$ cat src/rtl/ddr_ui_ws_bridge.sv
// Bridges a single-line Wishbone slave onto a DDR controller user interface
// (app_* command, write-data and read-return channels), one line per request.
module ddr_ui_ws_bridge #(
  parameter int LINE_BITS     = 512,
  parameter int UI_BITS       = 256,
  parameter int DQ_BITS       = 32,
  parameter int APP_ADDR_BITS = 28,
  parameter int POSTED_WRITE  = 1
) (
  input  logic                     clk,
  input  logic                     rst_n,
  input  logic                     calib_done,
  input  logic [31:0]              ws_addr,
  input  logic [LINE_BITS-1:0]     ws_din,
  input  logic [LINE_BITS/8-1:0]   ws_dm,
  input  logic                     ws_cyc,
  input  logic                     ws_stb,
  input  logic                     ws_we,
  output logic                     ws_ack,
  output logic [LINE_BITS-1:0]     ws_dout,
  output logic [APP_ADDR_BITS-1:0] app_addr,
  output logic [2:0]               app_cmd,
  output logic                     app_en,
  input  logic                     app_rdy,
  output logic [UI_BITS-1:0]       app_wdf_data,
  output logic [UI_BITS/8-1:0]     app_wdf_mask,
  output logic                     app_wdf_wren,
  output logic                     app_wdf_end,
  input  logic                     app_wdf_rdy,
  input  logic [UI_BITS-1:0]       app_rd_data,
  input  logic                     app_rd_data_valid,
  output logic [2:0]               dbg_state
);
  localparam int BEATS    = LINE_BITS / UI_BITS;
  localparam int STEP     = UI_BITS / DQ_BITS;
  localparam int OFF_BITS = $clog2(LINE_BITS / 8);
  localparam int IDX_BITS = 32 - OFF_BITS;
  localparam int CNT_W    = (BEATS > 1) ? $clog2(BEATS) : 1;
  localparam int RCNT_W   = CNT_W + 1;
  localparam logic [CNT_W-1:0]  LAST      = CNT_W'(BEATS - 1);
  localparam logic [RCNT_W-1:0] ALL_BEATS = RCNT_W'(BEATS);

  localparam logic [2:0] S_CALIB    = 3'd0;
  localparam logic [2:0] S_IDLE     = 3'd1;
  localparam logic [2:0] S_WR_DATA  = 3'd2;
  localparam logic [2:0] S_WR_CMD   = 3'd3;
  localparam logic [2:0] S_RD       = 3'd4;
  localparam logic [2:0] S_RD_DRAIN = 3'd5;
  localparam logic [2:0] S_ACK      = 3'd6;

  logic [2:0]             state_q, state_d;
  logic [IDX_BITS-1:0]    line_q, line_d;
  logic [LINE_BITS-1:0]   wdata_q, wdata_d;
  logic [LINE_BITS/8-1:0] wdm_q, wdm_d;
  logic [CNT_W-1:0]       dcnt_q, dcnt_d;
  logic [CNT_W-1:0]       ccnt_q, ccnt_d;
  logic [RCNT_W-1:0]      rcnt_q, rcnt_d;
  logic [LINE_BITS-1:0]   dout_q, dout_d;
  logic                   ack_q, ack_d;
  logic                   rd_beat, rd_all;

  // Byte offset within a line does not select anything.
  logic unused_addr_bits;
  assign unused_addr_bits = ^ws_addr[OFF_BITS-1:0];

  // Handshakes: a beat/command transfers on a rising edge where the bridge's
  // enable (app_en / app_wdf_wren) and the controller's ready are both 1;
  // app_rd_data_valid is a one-way push with no back-pressure.
  assign app_addr = APP_ADDR_BITS'((64'(line_q) * 64'(BEATS) + 64'(ccnt_q)) * 64'(STEP));
  assign app_en       = (state_q == S_WR_CMD) || (state_q == S_RD);
  assign app_cmd      = (state_q == S_WR_CMD) ? 3'b000 : 3'b001;
  assign app_wdf_wren = (state_q == S_WR_DATA);
  assign app_wdf_end  = (state_q == S_WR_DATA);
  assign app_wdf_data = wdata_q[dcnt_q*UI_BITS +: UI_BITS];
  assign app_wdf_mask = ~wdm_q[dcnt_q*(UI_BITS/8) +: UI_BITS/8];
  assign ws_ack       = ack_q || ((state_q == S_ACK) && ws_cyc);
  assign ws_dout      = dout_q;
  assign dbg_state    = state_q;

  always_comb begin
    state_d = state_q;
    line_d  = line_q;
    wdata_d = wdata_q;
    wdm_d   = wdm_q;
    dcnt_d  = dcnt_q;
    ccnt_d  = ccnt_q;
    rcnt_d  = rcnt_q;
    dout_d  = dout_q;
    ack_d   = 1'b0;

    // Read returns can overlap the tail of the command phase.
    rd_beat = app_rd_data_valid && ((state_q == S_RD) || (state_q == S_RD_DRAIN));
    if (rd_beat) begin
      dout_d[rcnt_q[CNT_W-1:0]*UI_BITS +: UI_BITS] = app_rd_data;
      rcnt_d = rcnt_q + RCNT_W'(1);
    end
    rd_all = (rcnt_d == ALL_BEATS);

    case (state_q)
      S_CALIB: if (calib_done) state_d = S_IDLE;
      S_IDLE: begin
        if (ws_cyc && ws_stb) begin
          line_d  = ws_addr[31:OFF_BITS];
          wdata_d = ws_din;
          wdm_d   = ws_dm;
          dcnt_d  = '0;
          ccnt_d  = '0;
          rcnt_d  = '0;
          if (ws_we) begin
            state_d = S_WR_DATA;
            ack_d   = (POSTED_WRITE != 0);
          end else begin
            state_d = S_RD;
          end
        end
      end
      S_WR_DATA: begin
        if (app_wdf_rdy) begin
          if (dcnt_q == LAST) begin
            dcnt_d  = '0;
            state_d = S_WR_CMD;
          end else begin
            dcnt_d = dcnt_q + CNT_W'(1);
          end
        end
      end
      S_WR_CMD: begin
        if (app_rdy) begin
          if (ccnt_q == LAST) begin
            ccnt_d  = '0;
            state_d = (POSTED_WRITE != 0) ? S_IDLE : S_ACK;
          end else begin
            ccnt_d = ccnt_q + CNT_W'(1);
          end
        end
      end
      S_RD: begin
        if (app_rdy) begin
          if (ccnt_q == LAST) begin
            ccnt_d  = '0;
            state_d = rd_all ? S_ACK : S_RD_DRAIN;
          end else begin
            ccnt_d = ccnt_q + CNT_W'(1);
          end
        end
      end
      S_RD_DRAIN: if (rd_all) state_d = S_ACK;
      S_ACK:      state_d = S_IDLE;
      default:    state_d = S_CALIB;
    endcase
  end

  always_ff @(posedge clk or negedge rst_n) begin
    if (!rst_n) begin
      state_q <= S_CALIB;
      line_q  <= '0;
      wdata_q <= '0;
      wdm_q   <= '0;
      dcnt_q  <= '0;
      ccnt_q  <= '0;
      rcnt_q  <= '0;
      dout_q  <= '0;
      ack_q   <= 1'b0;
    end else begin
      state_q <= state_d;
      line_q  <= line_d;
      wdata_q <= wdata_d;
      wdm_q   <= wdm_d;
      dcnt_q  <= dcnt_d;
      ccnt_q  <= ccnt_d;
      rcnt_q  <= rcnt_d;
      dout_q  <= dout_d;
      ack_q   <= ack_d;
    end
  end
endmodule

$ cat config.mk
export PLATFORM = sky130hd
export DESIGN_NAME = ddr_ui_ws_bridge
export DESIGN_NICKNAME = d
export VERILOG_FILES = /design/src/rtl/ddr_ui_ws_bridge.sv
export SDC_FILE = /design/constraint.sdc
export NUM_CORES = 1
export LEC_CHECK = 0
export ABC_AREA = 1
export CORE_AREA = 2 2 666 668
export DETAILED_ROUTE_END_ITERATION = 10
export DIE_AREA = 0 0 668 670
export REMOVE_ABC_BUFFERS = 1
export SYNTH_ARGS = -nofsm -noshare
export SYNTH_HDL_FRONTEND = slang
export SYNTH_SLANG_ARGS = --single-unit
$ cat constraint.sdc
create_clock -name clk -period 2 [get_ports clk]
set_clock_uncertainty 0.1 [all_clocks]
set_input_delay 0.5 -clock clk [delete_from_list [all_inputs] [get_ports clk]]
set_output_delay 0.5 -clock clk [all_outputs]
set_load 0.005 [all_outputs]
==> results of run 1 <==
[power breakdown]
part           internal [W]  switching, W
logic                0.0260        0.0257
registers            0.0335       0.00579
clock network        0.0164        0.0109
[placed cells by master (no fill, tap or decap), types with 5 or more instances in the layout]
master / n
sky130_fd_sc_hd__o21ai_4: 12
sky130_fd_sc_hd__dlygate4sd2_1: 25
sky130_fd_sc_hd__buf_12: 110
sky130_fd_sc_hd__mux2_2: 311
sky130_fd_sc_hd__dlygate4sd3_1: 6
sky130_fd_sc_hd__inv_6: 6
sky130_fd_sc_hd__buf_4: 301
sky130_fd_sc_hd__conb_1: 5
sky130_fd_sc_hd__clkinv_2: 15
sky130_fd_sc_hd__clkdlybuf4s50_1: 1372
sky130_fd_sc_hd__clkbuf_1: 23
sky130_fd_sc_hd__o21ai_2: 36
sky130_fd_sc_hd__dlymetal6s2s_1: 57
sky130_fd_sc_hd__dfrtp_1: 1119
sky130_fd_sc_hd__nand2_1: 857
sky130_fd_sc_hd__o21ai_1: 198
sky130_fd_sc_hd__bufinv_16: 12
sky130_fd_sc_hd__buf_16: 8
sky130_fd_sc_hd__buf_6: 15
sky130_fd_sc_hd__clkdlybuf4s15_2: 14
sky130_fd_sc_hd__buf_2: 45
sky130_fd_sc_hd__clkbuf_16: 150
sky130_fd_sc_hd__clkdlybuf4s15_1: 5
sky130_fd_sc_hd__o22ai_1: 256
sky130_fd_sc_hd__clkbuf_2: 35
sky130_fd_sc_hd__o21ai_0: 592
sky130_fd_sc_hd__nor2_1: 12
sky130_fd_sc_hd__diode_2: 96
sky130_fd_sc_hd__nand2_2: 5
sky130_fd_sc_hd__inv_1: 815
sky130_fd_sc_hd__nand3_1: 8
sky130_fd_sc_hd__clkbuf_8: 36
[final cells by class]
cell class | count | share of cell area
Timing Repair Buffer | 2001 | 0.2641
Sequential cell | 1120 | 0.3638
Tap cell | 5904 | 0.09589
Clock buffer | 205 | 0.05498
Inverter | 817 | 0.03981
Antenna cell | 96 | 0.003118
Clock inverter | 46 | 0.008624
Multi-Input combinational cell | 2305 | 0.1697
[state kept, by name (all words and copies together) (netlist names)]
register   cells
dcnt_q         1
dbg_state      3
wdm_q         64
ccnt_q         1
ack_q          1
rcnt_q         2
ws_dout      512
wdata_q      512
line_q        24
[final timing paths]
| check | startpoint | end | slack, ns |
|---|---|---|---|
| worst max-delay path | dcnt_q | app_wdf_data[16] | -1.21 |
| max in group asynchronous | rst_n | wdm_q[35] | 0.71 |
| worst min register to register | ws_dout[451] | ws_dout[451] | 0.38 |
| worst max register to register | dbg_state[0] | wdata_q[492] | -0.11 |
| worst min-delay path | ws_din[175] | wdata_q[175] | 0.13 |
| min in group asynchronous | rst_n | ws_dout[356] | 0.37 |
[cells by family after synthesis]
logic type | Yosys count | synth area share
buffers and inverters | 1099 | 0.1029
adders and majority gates | 1 | 0.0002753
DFF | 1120 | 0.6167
and+or+nand+nor | 889 | 0.07450
other | 1 | 0.00008252
AOI/OAI and AO/OA | 1098 | 0.1282
muxes | 312 | 0.07731
[metal layers]
| layer | global-route usage | share of wire | vias to the layer above |
|---|---|---|---|
| met5 | 0 | 0.0012 | - |
| met4 | 0.06714 | 0.061 | 54 |
| met3 | 0.04300 | 0.088 | 650 |
| met2 | 0.2330 | 0.50 | 1856 |
| met1 | 0.1356 | 0.35 | 19900 |
| li1 | - | - | 18310 |
[worst max-delay path, cell delays in order, from the launching register on]
cell and delay, ns:
sky130_fd_sc_hd__dfrtp_4 0.50, sky130_fd_sc_hd__buf_16 0.17, sky130_fd_sc_hd__buf_8 0.20, sky130_fd_sc_hd__buf_4 0.18
sky130_fd_sc_hd__o21ai_1 0.16, sky130_fd_sc_hd__clkdlybuf4s50_1 0.54
[metrics by stage]
| step | total power [W] | TNS, ns |
|---|---|---|
| 6_report | 0.1182 | -420.83 |
| 5_1_grt | 0.1253 | -550.06 |
| 4_1_cts | 0.1202 | -579.35 |
| 3_5_place_dp | 0.09169 | -614.73 |
| 3_3_place_gp | 0.09115 | -613.89 |
| 2_1_floorplan | 0.05353 | -8749.56 |
[timing repair]
| item | CTS | global route |
|---|---|---|
| setup endpoints to repair | 1216 | 1380 |
| gates cloned | 3 | 4 |
| gates resized for setup | 356 | 322 |
| hold endpoints to repair | 764 | 0 |
| pin swaps | 10 | 5 |
| setup buffers | 5 | 12 |
| hold buffers | 6 | 0 |
==> flow_summary.ini, run 1 <==
[outcome]
run_status = complete, but fails checks
failing_checks = setup timing

[global_route]
overflow = 0
initial_antenna_violation_count = 215
grt_pass1_vias = 40020
grt_first_pass_wirelength_um = 391000
grt_start_max_net_pins = 104
globalRouteTotalUtil = 0.1306

[yosys]
synthesis.instances = 4520
synth_top_flop_cell = sky130_fd_sc_hd__dfrtp_1
synth_cell_types = 26
synth.top_cells.by_area = sky130_fd_sc_hd__dfrtp_1 (62%), sky130_fd_sc_hd__o21ai_0 (8.2%), sky130_fd_sc_hd__mux2_2 (7.7%)
synthDominantAreaCellType = sky130_fd_sc_hd__dfrtp_1
yosys_warnings = 0
synth_enable_flop_cells = 0
fraction_of_registers_with_async_set_reset = 1.000
synthMostInstantiatedCell = sky130_fd_sc_hd__dfrtp_1
synth-seq-area-share = 0.6167
synthTopCellsByCount = sky130_fd_sc_hd__dfrtp_1 (1,120), sky130_fd_sc_hd__nand2_1 (863), sky130_fd_sc_hd__inv_1 (815)
synthesis.area_um2 = 45440
ys_ff_latch = 1120
synth_top_area_frac = 0.6167
post_syn_area_per_cell_um2 = 10.05

[placed_design]
dpl_worst_slack_ns = -1.259
routability_driven_placement_congestion_ratio = 0.9299
detailed_place_hpwl_um = 255800
io_buffer_count = 1697
place.detailed.instances = 12120
standard_cell_area_after_detailed_placement_um2 = 71300

[timing]
timing.final.setup_violations = 962
setup_repair_after_global_routing_missed_its_margin = true
timing.final.ws_setup_ns = -1.211
crit_share_post_route = 1.606
report.final.slew_viol_count = 0
slew-limit-headroom = 0.5775
report.final.hold_viol_count = 0
worst-slew-pin-transition_ns = 0.6337
period_minus_slack_ns = 3.211
finalHoldWorstSlack_ns = 0.1277
fmax_mhz = 311.4

[clock_tree]
clock_latency_ns = 0.80
ctsLongestPathBuffers = 4
cts_tree = yes
cts_root_buf = sky130_fd_sc_hd__clkbuf_16
clk_pin_slew_worst_paths_ns = 0.06
depth_of_the_cts_h_tree = 4
number_of_buffers_inserted_during_clock_tree_synthesis = 142
cts_sinks = 1120

[hold_path]
hold_path_depth = 3
timing.hold.worst.class = input port to flop

[critical_path]
crit_fanout = 15
worstSetupPathType = flop to primary output
crit_path_start_kind = flop
arrival_time_at_the_worst_endpoint_ns = 2.61
data_required_time_of_the_worst_path_ns = 1.40
rr_worst_depth = 6
crit_end_category = primary output

[floorplanning]
design.die.area_um2 = 447600
floorplan.initialDensity = 0.1032
row_count = 244
floorplan.core_area_um2 = 440200
die_height_um = 670
fp.dieW_um = 668
ioPinCount = 1711

[run]
max_cap_viol_count = 0

[layout]
drive_above_1_share = 0.1751
multi_input_gate_area_in_the_final_layout_um2 = 13070
final_net_count = 7261
instances_no_fill = 12490
num-fill-cells = 49040
seqCellArea_um2 = 28030
area_growth_syn_to_layout_pct = 69.53
final_util = 0.1750
finalInstanceArea_um2 = 77040

[drt]
detailed_route_iter0_violations = 3041
drt-wirelength-per-cell_um = 24.33
drt_first_pass_iters = 6
viasPerCell = 3.263
postRouteAntennaNets = 0
detailroute.via_count = 40770
detail_route.drc_violations = 0
routed_wl_um = 304000

[pwr]
power.density_nw_per_um2 = 1534
leakagePower_nw = 33.47
worst_vdd_rail_ir_drop_v = 0.0009000
No activity file was read; power rests on OpenSTA's default activity.
==> run 2, diff against run 1 <==
--- a/config.mk
+++ b/config.mk
@@ -6,9 +6,10 @@
 export NUM_CORES = 1
 export LEC_CHECK = 0
 export ABC_AREA = 1
-export CORE_AREA = 2 2 666 668
+export CORE_AREA = 10 10 655 657
 export DETAILED_ROUTE_END_ITERATION = 10
-export DIE_AREA = 0 0 668 670
+export DIE_AREA = 0 0 665 667
+export PLACE_DENSITY = 0.3
 export REMOVE_ABC_BUFFERS = 1
 export SYNTH_ARGS = -nofsm -noshare
 export SYNTH_HDL_FRONTEND = slang
==> run 2 against run 1 <==
  * The run still ends with setup timing left
  * Register-to-register slack lost 0.02 ns
  * Wire length is essentially flat
  * Power grew 4.6%
==> flow_summary.ini, run 2 (synthesis gave the netlist of run 1 again) <==
[pwr]
clock_power_share = 0.236
power.density_nw_per_um2 = 1564
worst_vdd_rail_ir_drop_v = 0.0006321
post-layout-total-power_w = 0.1236
pwr-share-seq = 0.325
combPwrFrac = 0.439
power.switching_fraction = 0.3719
power.internal_w = 0.07764
p_sw_w = 0.04597
leakagePower_nw = 34.28

[placed_design]
io_buffer_count = 1697
standard_cell_area_after_detailed_placement_um2 = 71040
routability_driven_placement_congestion_ratio = 0.8061
detailed_place_hpwl_um = 246000
place.detailed.instances = 11720

[critical_path]
worst_path_max_delay_cell = sky130_fd_sc_hd__dfrtp_4
cp_common_cell = sky130_fd_sc_hd__buf_12
crit_fanout = 14
regToRegStartpoint = dbg_state[2]
worstSetupPathType = flop to primary output
endpoint = app_wdf_data[69]
setup.reg_to_reg.worst_slack_ns = -0.13
crit_path_max_incr_delay_ns = 0.53
crit_end_category = primary output
crit_path_start_kind = flop
timing.rr.end = wdata_q[442]
crit_path_from = dcnt_q
arrival_time_at_the_worst_endpoint_ns = 2.48
data_required_time_of_the_worst_path_ns = 1.40
rr_worst_depth = 7
crit_path_cell_trace = buf_12, buf_16, buf_12, buf_12, o21ai_4, clkbuf_2

[drt]
detailroute.via_count = 40100
drt_first_pass_iters = 5
detail_route.drc_violations = 0
detailed_route_iter0_violations = 1968
viasPerCell = 3.299
postRouteAntennaNets = 0
drt-wirelength-per-cell_um = 24.99
routed_wl_um = 303700

[clock_tree]
cts_sinks = 1120
clock_latency_ns = 0.83
ctsLongestPathBuffers = 4
cts_tree = yes
cts_root_buf = sky130_fd_sc_hd__clkbuf_16
depth_of_the_cts_h_tree = 4
clk_pin_slew_worst_paths_ns = 0.06
number_of_buffers_inserted_during_clock_tree_synthesis = 158

[timing]
worst-slew-pin-transition_ns = 0.6795
timing.final.setup_violations = 1069
slew-limit-headroom = 0.5455
report.final.slew_viol_count = 0
report.final.hold_viol_count = 0
timing.final.ws_setup_ns = -1.076
finalSetupTns_ns = -459.24
fmax_mhz = 325.1
finalHoldWorstSlack_ns = 0.1255
period_minus_slack_ns = 3.076
setup_repair_after_global_routing_missed_its_margin = true
crit_share_post_route = 1.538

[layout]
instances_no_fill = 12150
num-fill-cells = 45980
most-common-layout-cells = sky130_fd_sc_hd__clkdlybuf4s50_1 (1,379), sky130_fd_sc_hd__dfrtp_1 (1,119), sky130_fd_sc_hd__inv_1 (815), sky130_fd_sc_hd__nand2_1 (781), sky130_fd_sc_hd__o21ai_0 (539)
drive_above_1_share = 0.2155
seqCellArea_um2 = 28030
finalInstanceArea_um2 = 79050
layout_commonest_cell = sky130_fd_sc_hd__clkdlybuf4s50_1
multi_input_gate_area_in_the_final_layout_um2 = 14260
final_net_count = 7377
area_growth_syn_to_layout_pct = 73.96

[floorplanning]
ioPinCount = 1711
floorplan.core_area_um2 = 415400
fp.dieW_um = 665
floorplan.initialDensity = 0.1094
design.die.area_um2 = 443600
row_count = 237
die_height_um = 667

[global_route]
globalRouteTotalUtil = 0.1303
initial_antenna_violation_count = 114
grt_first_pass_wirelength_um = 401800
grt_start_max_net_pins = 92
grt_pass1_vias = 42990
overflow = 0

[outcome]
run_status = complete, but fails checks
failing_checks = setup timing

[run]
max_cap_viol_count = 0

[hold_path]
timing.hold.worst.class = input port to flop
-- run 2: cell types whose count changed in the layout (fill, tap and decap cells not counted), sizes merged, moves of 7 or more --
cell / change
buf: +79
clkbuf: +37
clkdlybuf4s15: -7
clkdlybuf4s50: +7
clkinv: +10
diode: -65
dlygate4sd2: +21
dlygate4sd3: +41
dlymetal6s2s: -53
-- run 2: worst min-delay path by stage --
stage / endpoint / depth (start not counted) / startpoint
after floorplan: ack_q / 0 / rst_n
after global placement: ws_dout[167] / 1 / rst_n
after detailed placement: ws_dout[167] / 1 / rst_n
after CTS: ws_dout[209] / 3 / app_rd_data[209]
after global routing: ws_dout[2] / 3 / app_rd_data[2]
final: wdata_q[187] / 3 / ws_din[187]
-- run 2: through the flow --
stage          utilization  worst slack (ns)
2_1_floorplan            -            -10.36
3_3_place_gp        0.1710            -1.388
3_5_place_dp        0.1710            -1.387
4_1_cts             0.1879            -1.394
5_1_grt             0.1902            -1.212
6_report            0.1903            -1.076
-- run 2: power groups by stage --
stage               sequential (W)  combinational (W)  clock [W]
finish                      0.0402             0.0543     0.0291
global route                0.0416             0.0591     0.0313
CTS                         0.0404             0.0546     0.0305
detailed placement          0.0405             0.0527          0
global placement            0.0404             0.0527          0
floorplan                   0.0385             0.0150          0
-- run 2: cell type report --
| class | instances | share of cell area |
|---|---|---|
| diodes | 31 | 0.0009813 |
| clock buffers | 231 | 0.05896 |
| clock inverters | 52 | 0.007914 |
| inverters | 817 | 0.03879 |
| multi-input cells | 2305 | 0.1804 |
| flip-flops and latches | 1120 | 0.3546 |
| well taps | 5497 | 0.08700 |
| repair buffers | 2101 | 0.2713 |
-- run 2: critical path: cells and delay by family, from the launching register on --
family	cells	cell delay [ns]
compound gates	1	0.24
flops	1	0.53
buf+inv	5	0.84
-- run 2: per-layer routing --
metal / part of all wire / vias to the layer above / global-route usage
met5: 0.0011 / - / 0
met4: 0.020 / 54 / 0.02150
met3: 0.072 / 394 / 0.04299
met2: 0.55 / 1287 / 0.2587
met1: 0.35 / 19890 / 0.1326
li1: - / 18470 / -
-- run 2: what timing repair did --
item | in CTS | in global routing
resized for setup | 930 | 794
pin swaps | 29 | 33
gates cloned | 18 | 7
hold endpoints to repair | 658 | 0
hold buffers | 47 | 0
setup endpoints to repair | 1209 | 1416
setup buffers | 34 | 32
